$ cat config.mk
export PLATFORM = sky130hd
export DESIGN_NAME = jtframe_rom_arb
export DESIGN_NICKNAME = d
export VERILOG_FILES = /design/src/rtl/jtframe_rom_arb.sv
export SDC_FILE = /design/constraint.sdc
export NUM_CORES = 1
export LEC_CHECK = 0
export BUFFER_PORTS_ARGS = -buffer_cell sky130_fd_sc_hd__clkbuf_2
export CORE_UTILIZATION = 35
export CTS_CLUSTER_DIAMETER = 60
export DETAILED_ROUTE_END_ITERATION = 6
export HOLD_SLACK_MARGIN = 0.05
export SYNTH_ARGS = -nofsm -noshare
export SYNTH_HDL_FRONTEND = slang
export SYNTH_SLANG_ARGS = --single-unit
$ cat constraint.sdc
create_clock -name clk_rom -period 5.35 [get_ports clk_rom]
set_input_delay 0.535 -clock clk_rom [delete_from_list [all_inputs] [get_ports clk_rom]]
set_output_delay 0.535 -clock clk_rom [all_outputs]
set_load 0.01 [all_outputs]
$ cat src/rtl/jtframe_rom_arb.sv
// jtframe_rom_arb -- round-robin ROM request arbiter for SLOTS game-side
// clients sharing the single SDRAM read port of the frame.
//
// Each slot keeps a one-word cache (address, data, valid). A slot hits when
// its cs is high, the cache is valid and the address matches. A slot that
// misses is pending. One pending slot is served at a time, in round-robin
// order starting at rr_ptr.
//
// Optional feature: JTFRAME_ROM_CACHE_EN
//   defined   - cached words persist, so a repeat read of the same address
//               hits without an SDRAM access.
//   undefined - the valid bit drops on the falling edge of the slot's cs, so
//               every new cs assertion triggers a fresh fetch.
//
// Ports:
//   clk_rom, rst_n          clock / asynchronous active-low reset
//   downloading             ROM download: blocks requests, invalidates caches
//   slot_cs[SLOTS]          per-slot level-held read request
//   slot_addr[SLOTS*AW]     slot i at [i*AW +: AW]
//   slot_ok[SLOTS]          data valid for the current slot address
//   slot_dout[SLOTS*DW]     slot i at [i*DW +: DW]
//   sdram_req, sdram_addr   request to the SDRAM controller
//   sdram_ack               one-cycle pulse: request accepted
//   data_read, data_rdy     read data and its one-cycle valid pulse
//   refresh_en              arbiter idle with nothing pending

module jtframe_rom_arb_slot #(
    parameter int AW = 22,
    parameter int DW = 32
) (
    input  logic          clk_rom,
    input  logic          rst_n,
    input  logic          downloading,
    input  logic          cs,
    input  logic [AW-1:0] addr,
    input  logic          we,
    input  logic [AW-1:0] waddr,
    input  logic [DW-1:0] wdata,
    output logic          ok,
    output logic [DW-1:0] dout
);
    logic [AW-1:0] ca;
    logic          v;
`ifndef JTFRAME_ROM_CACHE_EN
    logic          cs_d;
`endif

    always_ff @(posedge clk_rom or negedge rst_n) begin
        if (!rst_n) begin
            ca   <= '0;
            dout <= '0;
            v    <= 1'b0;
`ifndef JTFRAME_ROM_CACHE_EN
            cs_d <= 1'b0;
`endif
        end else begin
            if (we) begin
                ca   <= waddr;
                dout <= wdata;
                // data fetched during a download is stale: keep it invalid
                v    <= ~downloading;
            end
            if (downloading) v <= 1'b0;
`ifndef JTFRAME_ROM_CACHE_EN
            cs_d <= cs;
            // a released cs forgets the word, even one stored this cycle
            if (cs_d && !cs) v <= 1'b0;
`endif
        end
    end

    // combinational so an address change drops ok in the same cycle
    assign ok = cs & v & (addr == ca);
endmodule

module jtframe_rom_arb #(
    parameter int SLOTS = 4,
    parameter int AW    = 22,
    parameter int DW    = 32
) (
    input  logic               clk_rom,
    input  logic               rst_n,
    input  logic               downloading,
    input  logic [SLOTS-1:0]   slot_cs,
    input  logic [SLOTS*AW-1:0] slot_addr,
    output logic [SLOTS-1:0]   slot_ok,
    output logic [SLOTS*DW-1:0] slot_dout,
    output logic               sdram_req,
    output logic [AW-1:0]      sdram_addr,
    input  logic               sdram_ack,
    input  logic [DW-1:0]      data_read,
    input  logic               data_rdy,
    output logic               refresh_en
);
    localparam int SW = (SLOTS > 1) ? $clog2(SLOTS) : 1;

    typedef enum logic [1:0] {IDLE, WAIT_ACK, WAIT_RDY} state_t;

    state_t            state, state_nxt;
    logic [SW-1:0]     rr_ptr, rr_nxt, sel, sel_nxt, pick;
    logic              req_nxt, found, store;
    logic [AW-1:0]     addr_nxt;
    logic [SLOTS-1:0]  pending;

    assign pending    = slot_cs & ~slot_ok & {SLOTS{~downloading}};
    assign refresh_en = (state == IDLE) & ~|pending;

    // first pending slot at or after rr_ptr, wrapping modulo SLOTS
    always_comb begin
        int j;
        j     = 0;
        found = 1'b0;
        pick  = '0;
        for (int k = 0; k < SLOTS; k++) begin
            j = int'(rr_ptr) + k;
            if (j >= SLOTS) j = j - SLOTS;
            if (!found && pending[j]) begin
                found = 1'b1;
                pick  = SW'(j);
            end
        end
    end

    always_comb begin
        state_nxt = state;
        req_nxt   = sdram_req;
        addr_nxt  = sdram_addr;
        sel_nxt   = sel;
        rr_nxt    = rr_ptr;
        store     = 1'b0;
        case (state)
            IDLE: if (found) begin
                sel_nxt   = pick;
                addr_nxt  = slot_addr[int'(pick)*AW +: AW];
                req_nxt   = 1'b1;
                rr_nxt    = (int'(pick) == SLOTS-1) ? '0 : pick + 1'b1;
                state_nxt = WAIT_ACK;
            end
            WAIT_ACK: if (sdram_ack) begin
                req_nxt = 1'b0;
                // ack and rdy together: take them in order within one cycle
                if (data_rdy) begin
                    store     = 1'b1;
                    state_nxt = IDLE;
                end else begin
                    state_nxt = WAIT_RDY;
                end
            end
            WAIT_RDY: if (data_rdy) begin
                store     = 1'b1;
                state_nxt = IDLE;
            end
            default: state_nxt = IDLE;
        endcase
    end

    always_ff @(posedge clk_rom or negedge rst_n) begin
        if (!rst_n) begin
            state      <= IDLE;
            rr_ptr     <= '0;
            sel        <= '0;
            sdram_req  <= 1'b0;
            sdram_addr <= '0;
        end else begin
            state      <= state_nxt;
            rr_ptr     <= rr_nxt;
            sel        <= sel_nxt;
            sdram_req  <= req_nxt;
            sdram_addr <= addr_nxt;
        end
    end

    // sdram_addr doubles as the latched request address for the store
    for (genvar i = 0; i < SLOTS; i++) begin : g_slot
        jtframe_rom_arb_slot #(.AW(AW), .DW(DW)) u_slot (
            .clk_rom     (clk_rom),
            .rst_n       (rst_n),
            .downloading (downloading),
            .cs          (slot_cs[i]),
            .addr        (slot_addr[i*AW +: AW]),
            .we          (store && (int'(sel) == i)),
            .waddr       (sdram_addr),
            .wdata       (data_read),
            .ok          (slot_ok[i]),
            .dout        (slot_dout[i*DW +: DW])
        );
    end
endmodule

-- After elaboration in Yosys (flattened, before gate mapping)
Index checks and enable logic that the tools add are counted.
- multiply operators: 1
- reductions and logical operators: 30
- shifts and indexed selects: 1
- multiplexer cells: 48
- bitwise gates (word level): 13
- magnitude comparators: 8
- divide/modulo/power cells: 0
- add/sub/neg operators: 8
- eq/ne operators: 13
- operator list (cell ; number):
    less-than comparator 32 x 4 -> 1 bit, second input constant ; 4
    2-to-1 mux 32 bit ; 4
    equality test 22 bit ; 4
    variable part select 88 x 8 -> 22 bit ; 1
    2-to-1 mux 1 bit ; 28
    2-to-1 mux 2 bit ; 9
    nonzero test 3 bit ; 4
    subtractor 3 x 3 -> 4 bit, second input constant ; 3
    logical AND 1 bit ; 11
    bitwise AND 1 bit ; 9
    >= comparator 3 bit, second input constant ; 3
    bitwise AND 4 bit ; 2
    binary-select mux 1 bit (select 2 bit) ; 4
    logical NOT 1 bit ; 8
    adder 2 x 2 -> 3 bit, second input constant ; 2
    equality test 2 x 1 -> 1 bit, second input constant ; 3
    equality test 2 bit, second input constant ; 3
    multiplier 2 x 4 -> 6 bit, second input constant ; 1
    inequality test 2 bit, second input constant ; 3
    case mux 2 bit (3 select lines) ; 1
    AND reduction 3 bit ; 2
    logical NOT 2 bit ; 2
    inverter 4 bit ; 1
    case mux 1 bit (2 select lines) ; 2
    8 further kinds ; 8
- memories kept: 0
- flip-flop bits (word level): 253
- bits in writable memories: 0
- bits in latches: 0
- output and inout port bits: 156
- ROM bits: 0
- logic and storage cells: 143
- input port bits: 129

-- Logic depth before layout (Yosys ltp)
Gate-level depths: netlist of run 1.
- depth in word-level cells: 20
- mapped depth: 10
- depth with buffers taken out: 8

-- Cells and area by module
Synthesis of run 1 repeated with hierarchy kept, for this count alone.
- cell total of the unflattened synthesis: 840
- area total of the unflattened synthesis: 11399.7 um^2
- by module, submodules not included (module ; area each (um^2) ; sequential area each (um^2) ; instances ; cells an instance):
    jtframe_rom_arb_slot ; 2304.7 ; 1401.3 ; 4 ; 149
    jtframe_rom_arb ; 2180.8 ; 725.7 ; 1 ; 244

-- Worst setup path before layout of run 1
Ideal clock, no wire load.
- path kind: input -> register
- from: in slot_addr[0]
- to: reg sdram_addr[0]
- arrival time: 2.670 ns
- setup time: 0.126 ns
- cell stages on the path: 9
- setup slack: 2.554 ns
- path buffers: 1
- data required time: 5.224 ns
- path through: xor2_1 nor4_1 nand4_1 o21ai_1 o221ai_2 a21oi_2 buf_6 mux2_4 a221o_1
- longest elaborated chain between the ends: 20
- ends and longest elaborated chain (item ; line ; text):
    from (decl) ; 85 ; input logic [SLOTS*AW-1:0] slot_addr,
    equality test 22 bit ; 73 ; assign ok = cs & v & (addr == ca);
    bitwise AND 1 bit ; 73 ;
    inverter 4 bit ; 105 ; assign pending = slot_cs & ~slot_ok & {SLOTS{~downloading}};
    bitwise AND 4 bit (2 in a row) ; 105 ;
    binary-select mux 1 bit (select 2 bit) ; 117 ; if (!found && pending[j]) begin
    2-to-1 mux 1 bit (implied by the code) (2 in a row) ; 117 ;
    2-to-1 mux 1 bit ; 117 ;
    logical NOT 1 bit ; 117 ;
    (+2 left out) ; -- ;
    logical NOT 1 bit ; 117 ;
    logical AND 1 bit ; 117 ;
    2-to-1 mux 1 bit ; 117 ;
    logical NOT 1 bit ; 117 ;
    logical AND 1 bit ; 117 ;
    2-to-1 mux 2 bit ; 117 ;
    multiplier 2 x 4 -> 6 bit ; 134 ; addr_nxt = slot_addr[int'(pick)*AW +: AW];
    variable part select 88 x 8 -> 22 bit ; 134 ;
    to (signal assigned) ; 169 ; sdram_addr <= addr_nxt;
    to (decl) ; 89 ; output logic [AW-1:0] sdram_addr,
Several ways; a longest one is shown, not always the timed one. The select of a mux whose other input is x is not followed.
A chain may end at the register's enable or synchronous reset.

-- Worst setup path after layout of run 1
- from: reg g_slot[2].u_slot.ca[13]
- to: reg sdram_addr[20]
- longest elaborated chain between the ends: 20
- ends and longest elaborated chain (item ; line ; text):
    from (decl) ; 42 ; logic [AW-1:0] ca;
    from (signal assigned) ; 58 ; ca <= waddr;
    equality test 22 bit * ; 73 ;
    bitwise AND 1 bit * ; 73 ;
    inverter 4 bit * ; 105 ;
    bitwise AND 4 bit * (2 in a row) ; 105 ;
    binary-select mux 1 bit (select 2 bit) ; 117 ;
    2-to-1 mux 1 bit (implied by the code) (2 in a row) ; 117 ;
    2-to-1 mux 1 bit ; 117 ;
    logical NOT 1 bit ; 117 ;
    (+2 left out) ; -- ;
    logical NOT 1 bit ; 117 ;
    logical AND 1 bit ; 117 ;
    2-to-1 mux 1 bit ; 117 ;
    logical NOT 1 bit ; 117 ;
    logical AND 1 bit ; 117 ;
    2-to-1 mux 2 bit ; 117 ;
    multiplier 2 x 4 -> 6 bit ; 134 ;
    variable part select 88 x 8 -> 22 bit ; 134 ;
Every way passes the cells marked *; elsewhere a longest branch is shown, timed or not. The select of a mux whose other input is x is not followed.

==> results.ini, run 1 <==
[final_layout]
utilization_pct=45.4
area_growth_pct=27.0
layout-drive-gt1-share_pct=55.4
fin_nets=1209
final_area_mm2=0.0144

[drt]
drc=0
avgRoutedWirePerCell_um=21.1
routed_wl_um=31800
vias=7604
vias_per_cell=5.05
final_antenna_net_count=0
first_iter_violations=336
drt_pass1_iterations=4

[sta]
relSlewSlack_pct=30.3
rsz0062_at_grt=no
period_share_pct=71.5
hold_viol_final=0
tightestPinTransition_ns=1.05
maxSlewViolCount=0
period_needed_ns=3.82
fin_tns_setup_ns=0
fmax_mhz=262
whs_ns=0.142
skew_ns=0.0135
setup_viol=0

[critical_path]
startpoint_type=register
rr_startpoint=g_slot[2].u_slot.ca[13]
critPathKind=register to register
critPathRequiredTime_ns=5.78
crit_path_start=g_slot[2].u_slot.ca[13]
rrSetupSlack_ns=1.53
critPathArrivalTime_ns=4.26
path_max_fanout=36
cp-end-kind=register

[status]
status=complete, no violations

[clock_network]
cts_buffer_depth=3
cts_setup_buffers=0
postCtsHoldBufs=1
htree_levels=1
clkTransAtPathRegs_ns=0.06
cts_buffers=31
clk_latency_ns=0.55
cts_root_buf=clkbuf_16
cts_num_sinks=253
cts_resized=0
cts_tree=done

[global_route]
grt_pass1_wl_um=48900
grt_max_degree=111
antenna_found_initial=6
grt-ovfl-total=0
grtUsageTotal_pct=19.4
grt_pass1_vias=8115

[logic_synthesis]
yosysWarnings=0
async_flop_share_pct=100
synth_nets=916
synth_seq_cells=253
synth_cells=784
syn-cell-area_mm2=0.0113
synth-main-ff-cell=dfrtp_1
synth_top_area_share_pct=56.0
yosysTopAreaCell=dfrtp_1
synth_most_common_cell=dfrtp_1
synth_edf_count=0
synth_area_per_cell_um2=14.4
ys_types=43
synth_area_leaders=dfrtp_1, mux2_2, xor2_1, mux2_4, a221o_1
yosysSeqAreaShare_pct=56.0
yosys-top-cells-count=dfrtp_1, mux2_2, xor2_1, clkbuf_1, and2_1

[place]
portBuffers=284
place_area_mm2=0.0132
gp_congestion=0.837
dp_hpwl_um=22500

[floorplan]
start_util_pct=35.7
core_area_mm2=0.0316
boundaryPins=285
fp-row-count=65
dieHeight_um=182
die_w_um=182
dieArea_mm2=0.0330

[power]
ir_worst_vdd_v=0.000292
leakagePower_nw=7.19
p_per_area_mw_per_mm2=563

[min_path]
hold_path.class=input port to register
min_from=slot_cs[2]

[run]
maxCapViolations=0

==> area by class of cell <==
class	count	area [µm²]
Multi-Input combinational cell	482	4780
Clock buffer	36	825
Timing Repair Buffer	296	1550
Antenna cell	4	10.0
Sequential cell	253	6330
Tap cell	402	503
Inverter	13	48.8
Clock inverter	21	303
Fill cell	2876	17300
==> worst max-delay path, stage by stage, from the launching register on <==
cell,delay [ns]
dfrtp_1,0.39
xor2_1,0.22
nor4_1,0.73
nand4_1,0.28
o21ai_1,0.37
o21ai_1,0.17
a21oi_4,0.48
buf_12,0.32
mux2_2,0.38
a221o_1,0.34
==> path summary, 6_finish.rpt <==
check / cells past startpoint / endpoint
worst min register to register: 1 / g_slot[3].u_slot.v
max in group asynchronous: 3 / g_slot[0].u_slot.dout[26]
min in group asynchronous: 2 / g_slot[2].u_slot.ca[15]
worst max register to register: 9 / sdram_addr[20]
worst max-delay path: 9 / sdram_addr[20]
worst min-delay path: 1 / g_slot[2].u_slot.cs_d
==> registers in the layout (all words and copies together), names as in the netlist <==
name,count
g_slot.u_slot.dout,128
g_slot.u_slot.v,4
sel,2
sdram_addr,22
g_slot.u_slot.ca,88
g_slot.u_slot.cs_d,4
rr_ptr,2
sdram_req,1
state,2
==> power breakdown <==
| part | internal, W | switching [W] | leakage, nW |
|---|---|---|---|
| registers | 0.00271 | 0.000560 | 3.29 |
| clock network | 0.00141 | 0.000864 | 0.551 |
| logic | 0.00131 | 0.00123 | 3.35 |
| total | 0.00542 | 0.00265 | 7.19 |
==> routing by layer <==
metal	part of all wire (%)	track usage, %	vias to the layer above
li1	-	-	3420
met1	43	25.0	3853
met2	47	31.9	279
met3	7.4	5.54	48
met4	2.5	5.25	4
met5	0.050	0	-
==> layout by cell type, fill, tap and decap left out, types with 2 or more instances in the layout <==
cell type,instances
o21ai_0,5
mux2_2,232
nor2_4,2
xnor2_1,18
mux2_4,15
nor2b_1,3
inv_6,3
diode_2,4
clkinv_4,2
inv_8,2
clkinv_2,5
o21ai_1,4
inv_1,13
a221o_1,22
clkbuf_16,31
dfrtp_1,253
nand4_1,8
clkbuf_1,2
nor3_1,4
clkbuf_2,283
xor2_1,70
a221oi_1,2
clkbuf_8,3
nor4_1,17
mux2_1,15
o221a_2,4
clkinvlp_4,2
buf_4,9
o211ai_1,2
nor2_1,3
ha_1,3
and2_1,23
nand2_1,9
bufinv_16,6
buf_12,2
==> cells by family after synthesis <==
| logic type | synth area share, % |
|---|---|
| AND/OR/NAND/NOR | 3.84 |
| flip-flops | 56.0 |
| buffers and inverters | 2.03 |
| XOR/XNOR | 6.82 |
| adder cells (fa/ha/maj) | 0.332 |
| multiplexers | 26.7 |
| AO/OA/AOI/OAI | 4.26 |
==> per-stage QoR <==
step	setup WS, ns	cells	power, W
after floorplan	2.55	784	0.00472
after global placement	1.39	1445	0.00580
after detailed placement	1.33	1445	0.00586
after CTS	1.57	1503	0.00817
after global routing	1.42	1505	0.00854
final	1.53	1507	0.00808
(Power assumes the default switching activity.)
==> run 2: changes to the inputs <==
==> constraint.sdc (replaced) <==
create_clock -name clk_rom -period 3.5 [get_ports clk_rom]
set_input_delay 0.35 -clock clk_rom [delete_from_list [all_inputs] [get_ports clk_rom]]
set_output_delay 0.35 -clock clk_rom [all_outputs]
set_load 0.01 [all_outputs]
==> run 2 against run 1 <==
Net effect: sequential share of layout area fell by 0.97 points; register-to-register slack worse by 1.2 ns; combinational power up 55%; via count increased by 0.78%; non-clock buffer count is 33 higher; clock power rose by 46%; wire length rose by 0.66%; worst setup slack worse by 1.3 ns; critical path type is now register to output port; critical endpoint is now refresh_en; largest cell class unchanged; largest power group unchanged.
==> results.ini, run 2 (synthesized netlist as in run 1, its figures left out) <==
[status]
status=complete, no violations

[floorplan]
die_w_um=182
dieHeight_um=182
fp-row-count=65
start_util_pct=35.7
core_area_mm2=0.0316
dieArea_mm2=0.0330
boundaryPins=285

[final_layout]
n_fill_cell=2890
reg_top3=g_slot.u_slot.dout: 128 flops, g_slot.u_slot.ca: 88 flops, sdram_addr: 22 flops
final_area_mm2=0.0147
top_register=g_slot.u_slot.dout
mostFrequentLayoutCell=clkbuf_2
area_growth_pct=29.9
utilization_pct=46.4
layout-drive-gt1-share_pct=54.5
ff_latch_area_mm2=0.00633
final_cell_mix=clkbuf_2, dfrtp_1, mux2_2, xor2_1, clkbuf_16
largest_reg_flops=128
multi_input_area_mm2=0.00480
final-instance-count-excl-fill=1538
fin_nets=1242

[power]
p_per_area_mw_per_mm2=835
power_frac_comb_pct=32.2
pwr-share-clk_pct=27.0
switching_share_pct=32.9
p_seq_share_pct=40.8
internal_power_w=0.00822
leakagePower_nw=7.33
p_switching_w=0.00403
ir_worst_vdd_v=0.000623

[sta]
rsz0062_at_grt=no
period_share_pct=94.0
whs_ns=0.0717
hold_viol_final=0
relSlewSlack_pct=52.7
period_needed_ns=3.29
setup_viol=0
tightestPinTransition_ns=0.710
fmax_mhz=304
maxSlewViolCount=0
fin_ws_ns=0.209
skew_ns=0.00980

[critical_path]
path_cells=xor2_1 > nor4_1 > nand4_1 > o311ai_0 > and4_1 > and2_1 > clkbuf_2
cp-end-kind=output port
rrSetupSlack_ns=0.35
slowest_stage=o311ai_0
critPathKind=register to output port
max_stage_delay_ns=0.50
path_max_fanout=4
critPathRequiredTime_ns=3.15
critPathArrivalTime_ns=2.94
cpLargestDelayFamily=simple AND/OR/NAND/NOR gates
startpoint_type=register
path_buf_inv=1

[clock_network]
cts_buffers=31
cts_buffer_depth=3
clk_latency_ns=0.57
htree_levels=1
cts_num_sinks=253
cts_tree=done
cts_setup_buffers=0
cts_root_buf=clkbuf_16
clkTransAtPathRegs_ns=0.06

[drt]
route.met2.wl_um=15000
vias=7663
first_iter_violations=293
avgRoutedWirePerCell_um=20.8
final_antenna_net_count=0
vias_per_cell=4.98
routed_wl_um=32000
drt_pass1_iterations=4
met1_length_um=13600
highest-signal-layer=met5
wl_met3_um=2630
drc=0

[place]
placedCellCount=1454
place_area_mm2=0.0133
place_ws_ns=-0.0500
dp_hpwl_um=22900
gp_congestion=0.841
portBuffers=284

[min_path]
hold_path.class=input port to register

[global_route]
grt_pass1_wl_um=49300
grt_max_degree=86
antenna_found_initial=6
grt-ovfl-total=0
grtUsageTotal_pct=19.5
grt_pass1_vias=8128

[run]
maxCapViolations=0

[run 2: power groups by stage]
stage          combinational, W  clock, W  sequential, W
2_1_floorplan           0.00201         0        0.00520
3_3_place_gp            0.00391         0        0.00499
3_5_place_dp            0.00396         0        0.00505
4_1_cts                 0.00400   0.00338        0.00501
5_1_grt                 0.00426   0.00351        0.00518
6_report                0.00394   0.00331        0.00500
[run 2: repair_timing]
action	CTS	global route
endpoints found under the hold margin	148	0
setup endpoints to repair	1	1
pin swaps	0	0
gates cloned	0	0
hold buffers	25	0
resized for setup	1	2
[run 2: path summary, 6_finish.rpt]
path / start / endpoint / cells past startpoint
worst max-delay path: g_slot[3].u_slot.ca[17] / refresh_en / 7
worst min-delay path: data_read[18] / g_slot[2].u_slot.dout[18] / 2
worst max register to register: g_slot[2].u_slot.ca[13] / sdram_addr[21] / 9
worst min register to register: g_slot[3].u_slot.cs_d / g_slot[3].u_slot.v / 1
max in group asynchronous: rst_n / g_slot[0].u_slot.ca[2] / 3
min in group asynchronous: rst_n / g_slot[0].u_slot.cs_d / 2
[run 2: through the flow]
step                      TNS [ns]  total power, W
after global routing             0          0.0129
after detailed placement   -0.0781         0.00900
final                            0          0.0123
after floorplan                  0         0.00721
after global placement     -0.0336         0.00890
after CTS                        0          0.0124
[run 2: metal layers]
layer	vias up	GRT usage (%)
met4	8	4.78
met5	-	0
met1	3861	25.5
met3	49	5.38
li1	3489	-
met2	256	31.9
[run 2: final cells by class]
| class | instances | area share (%) |
|---|---|---|
| diodes | 2 | 0.0341 |
| clock buffers | 41 | 5.81 |
| clock inverters | 16 | 1.47 |
| inverters | 13 | 0.332 |
| multi-input cells | 482 | 32.7 |
| flip-flops and latches | 253 | 43.1 |
| well taps | 402 | 3.43 |
| repair buffers | 329 | 13.1 |
==> run 3: changes to the inputs <==
==> constraint.sdc (replaced) <==
create_clock -name clk_rom -period 3.59 [get_ports clk_rom]
set_input_delay 0.359 -clock clk_rom [delete_from_list [all_inputs] [get_ports clk_rom]]
set_output_delay 0.359 -clock clk_rom [all_outputs]
set_load 0.01 [all_outputs]
==> run 3 against run 2 <==
Net effect: global-route usage rose by 0.14 points; register-to-register slack improved by 0.03 ns; worst setup slack got worse by 0.0098 ns; via count rose by 0.20%; die area did not move; final cell count fell by 0.59%; clock power fell by 9.1%; non-clock buffer count fell by 7; power fell by 4.5%; combinational power fell by 3%; hold slack improved by 0.0040 ns; critical path type is now input port to output port.
==> results.ini, run 3 (synthesized netlist as in run 1, its figures left out) <==
[clock_network]
clkTransAtPathRegs_ns=0.06
cts_num_sinks=253
htree_levels=1
clk_latency_ns=0.57
cts_buffers=30
cts_tree=done
cts_root_buf=clkbuf_16
cts_buffer_depth=3
cts_setup_buffers=0

[critical_path]
max_stage_delay_ns=0.55
cpLargestDelayFamily=simple AND/OR/NAND/NOR gates
path_max_fanout=6
critPathKind=input port to output port
crit_top_cell=clkbuf_2
critPathRequiredTime_ns=3.23
r2r_cells=9
startpoint_type=input port
rr_endpoint=sdram_addr[21]
slowest_stage=dlygate4sd3_1
critPathArrivalTime_ns=3.03
path_buf_inv=3
rr_startpoint=g_slot[2].u_slot.ca[19]
path_cells=dlygate4sd3_1 > clkbuf_2 > nand2_1 > nor4_1 > nand4_1 > o311ai_4 > and4_1 > and2_1 > clkbuf_2
rrSetupSlack_ns=0.38
cp-end-kind=output port

[power]
leakagePower_nw=7.25
finalPower_w=0.0117
p_per_area_mw_per_mm2=808
ir_worst_vdd_v=0.000403

[drt]
avgRoutedWirePerCell_um=21.0
first_iter_violations=321
final_antenna_net_count=0
vias=7678
routed_wl_um=32100
vias_per_cell=5.02
drc=0
drt_pass1_iterations=4

[floorplan]
start_util_pct=35.7
dieArea_mm2=0.0330
core_area_mm2=0.0316
boundaryPins=285
fp-row-count=65
die_w_um=182
dieHeight_um=182

[sta]
rsz0062_at_grt=no
period_needed_ns=3.39
fin_tns_setup_ns=0
setup_viol=0
maxSlewViolCount=0
relSlewSlack_pct=39.1
hold_viol_final=0
skew_ns=0.0238
tightestPinTransition_ns=0.914
period_share_pct=94.5
fmax_mhz=295

[global_route]
grt_max_degree=110
antenna_found_initial=6
grt-ovfl-total=0
grt_pass1_wl_um=49200
grtUsageTotal_pct=19.6
grt_pass1_vias=8062

[min_path]
min_from=data_read[31]
hold_path_depth=2
min_to=g_slot[0].u_slot.dout[31]
hold_path.class=input port to register

[place]
gp_congestion=0.817
place_area_mm2=0.0133
dp_hpwl_um=23200
portBuffers=284

[final_layout]
final_cell_mix=clkbuf_2, dfrtp_1, mux2_2, xor2_1, clkbuf_16
top_register=g_slot.u_slot.dout
fin_nets=1234
mostFrequentLayoutCell=clkbuf_2
layout-drive-gt1-share_pct=54.6
reg_top3=g_slot.u_slot.dout: 128 flops, g_slot.u_slot.ca: 88 flops, sdram_addr: 22 flops
final_area_mm2=0.0145
largest_reg_flops=128
area_growth_pct=28.2

[run]
maxCapViolations=0

[status]
status=complete, no violations

-- run 3: what timing repair did --
item / 4_1_cts / 5_1_grt
hold buffers: 18 / 0
endpoints found under the setup margin: 0 / 1
gates resized for setup: 0 / 1
endpoints found under the hold margin: 138 / 0
-- run 3: how the worst max path moves through the flow --
stage                endpoint               startpoint  cells past startpoint  slack, ns
2_1_floorplan   sdram_addr[0]  g_slot[2].u_slot.ca[13]                      9       0.94
3_3_place_gp   sdram_addr[21]            slot_addr[57]                     10       0.09
5_1_grt            refresh_en  g_slot[0].u_slot.ca[20]                      7       0.03
6_report           refresh_en               slot_cs[1]                      9       0.20
3_5_place_dp   sdram_addr[21]            slot_addr[57]                     10       0.09
4_1_cts            refresh_en  g_slot[2].u_slot.ca[13]                      7      0.008
-- run 3: per-layer routing --
layer	part of all wire [%]	GRT usage, %
met1	43	26.0
met5	0.13	0
met2	46	31.6
met3	8.2	5.31
met4	2.5	5.32
-- run 3: metrics by stage --
step                      cells  setup WS, ns  hold slack [ns]  util (%)
after CTS                  1528       0.00820           0.0500      45.8
after detailed placement   1454        0.0865            0.434      42.0
final                      1529         0.199           0.0757      45.8
after global placement     1454        0.0936            0.421      42.0
after floorplan             784         0.942           0.0634         -
after global routing       1528        0.0305           0.0667      45.8
-- run 3: final cells by class --
type                       instances  area, µm²
fill                            2859      17200
sequential                       253       6330
multi-input combinational        482       4790
timing repair buffer             322       1810
clock buffer                      42        856
tap                              402        503
clock inverter                    14        141
inverter                          13       48.8
antenna                            1       2.50
-- run 3: where the power goes --
part | internal [W] | switching, W | leakage (nW)
Combinational | 0.00198 | 0.00184 | 3.47
Sequential | 0.00404 | 0.000836 | 3.29
Clock | 0.00175 | 0.00126 | 0.490
Total | 0.00777 | 0.00394 | 7.25
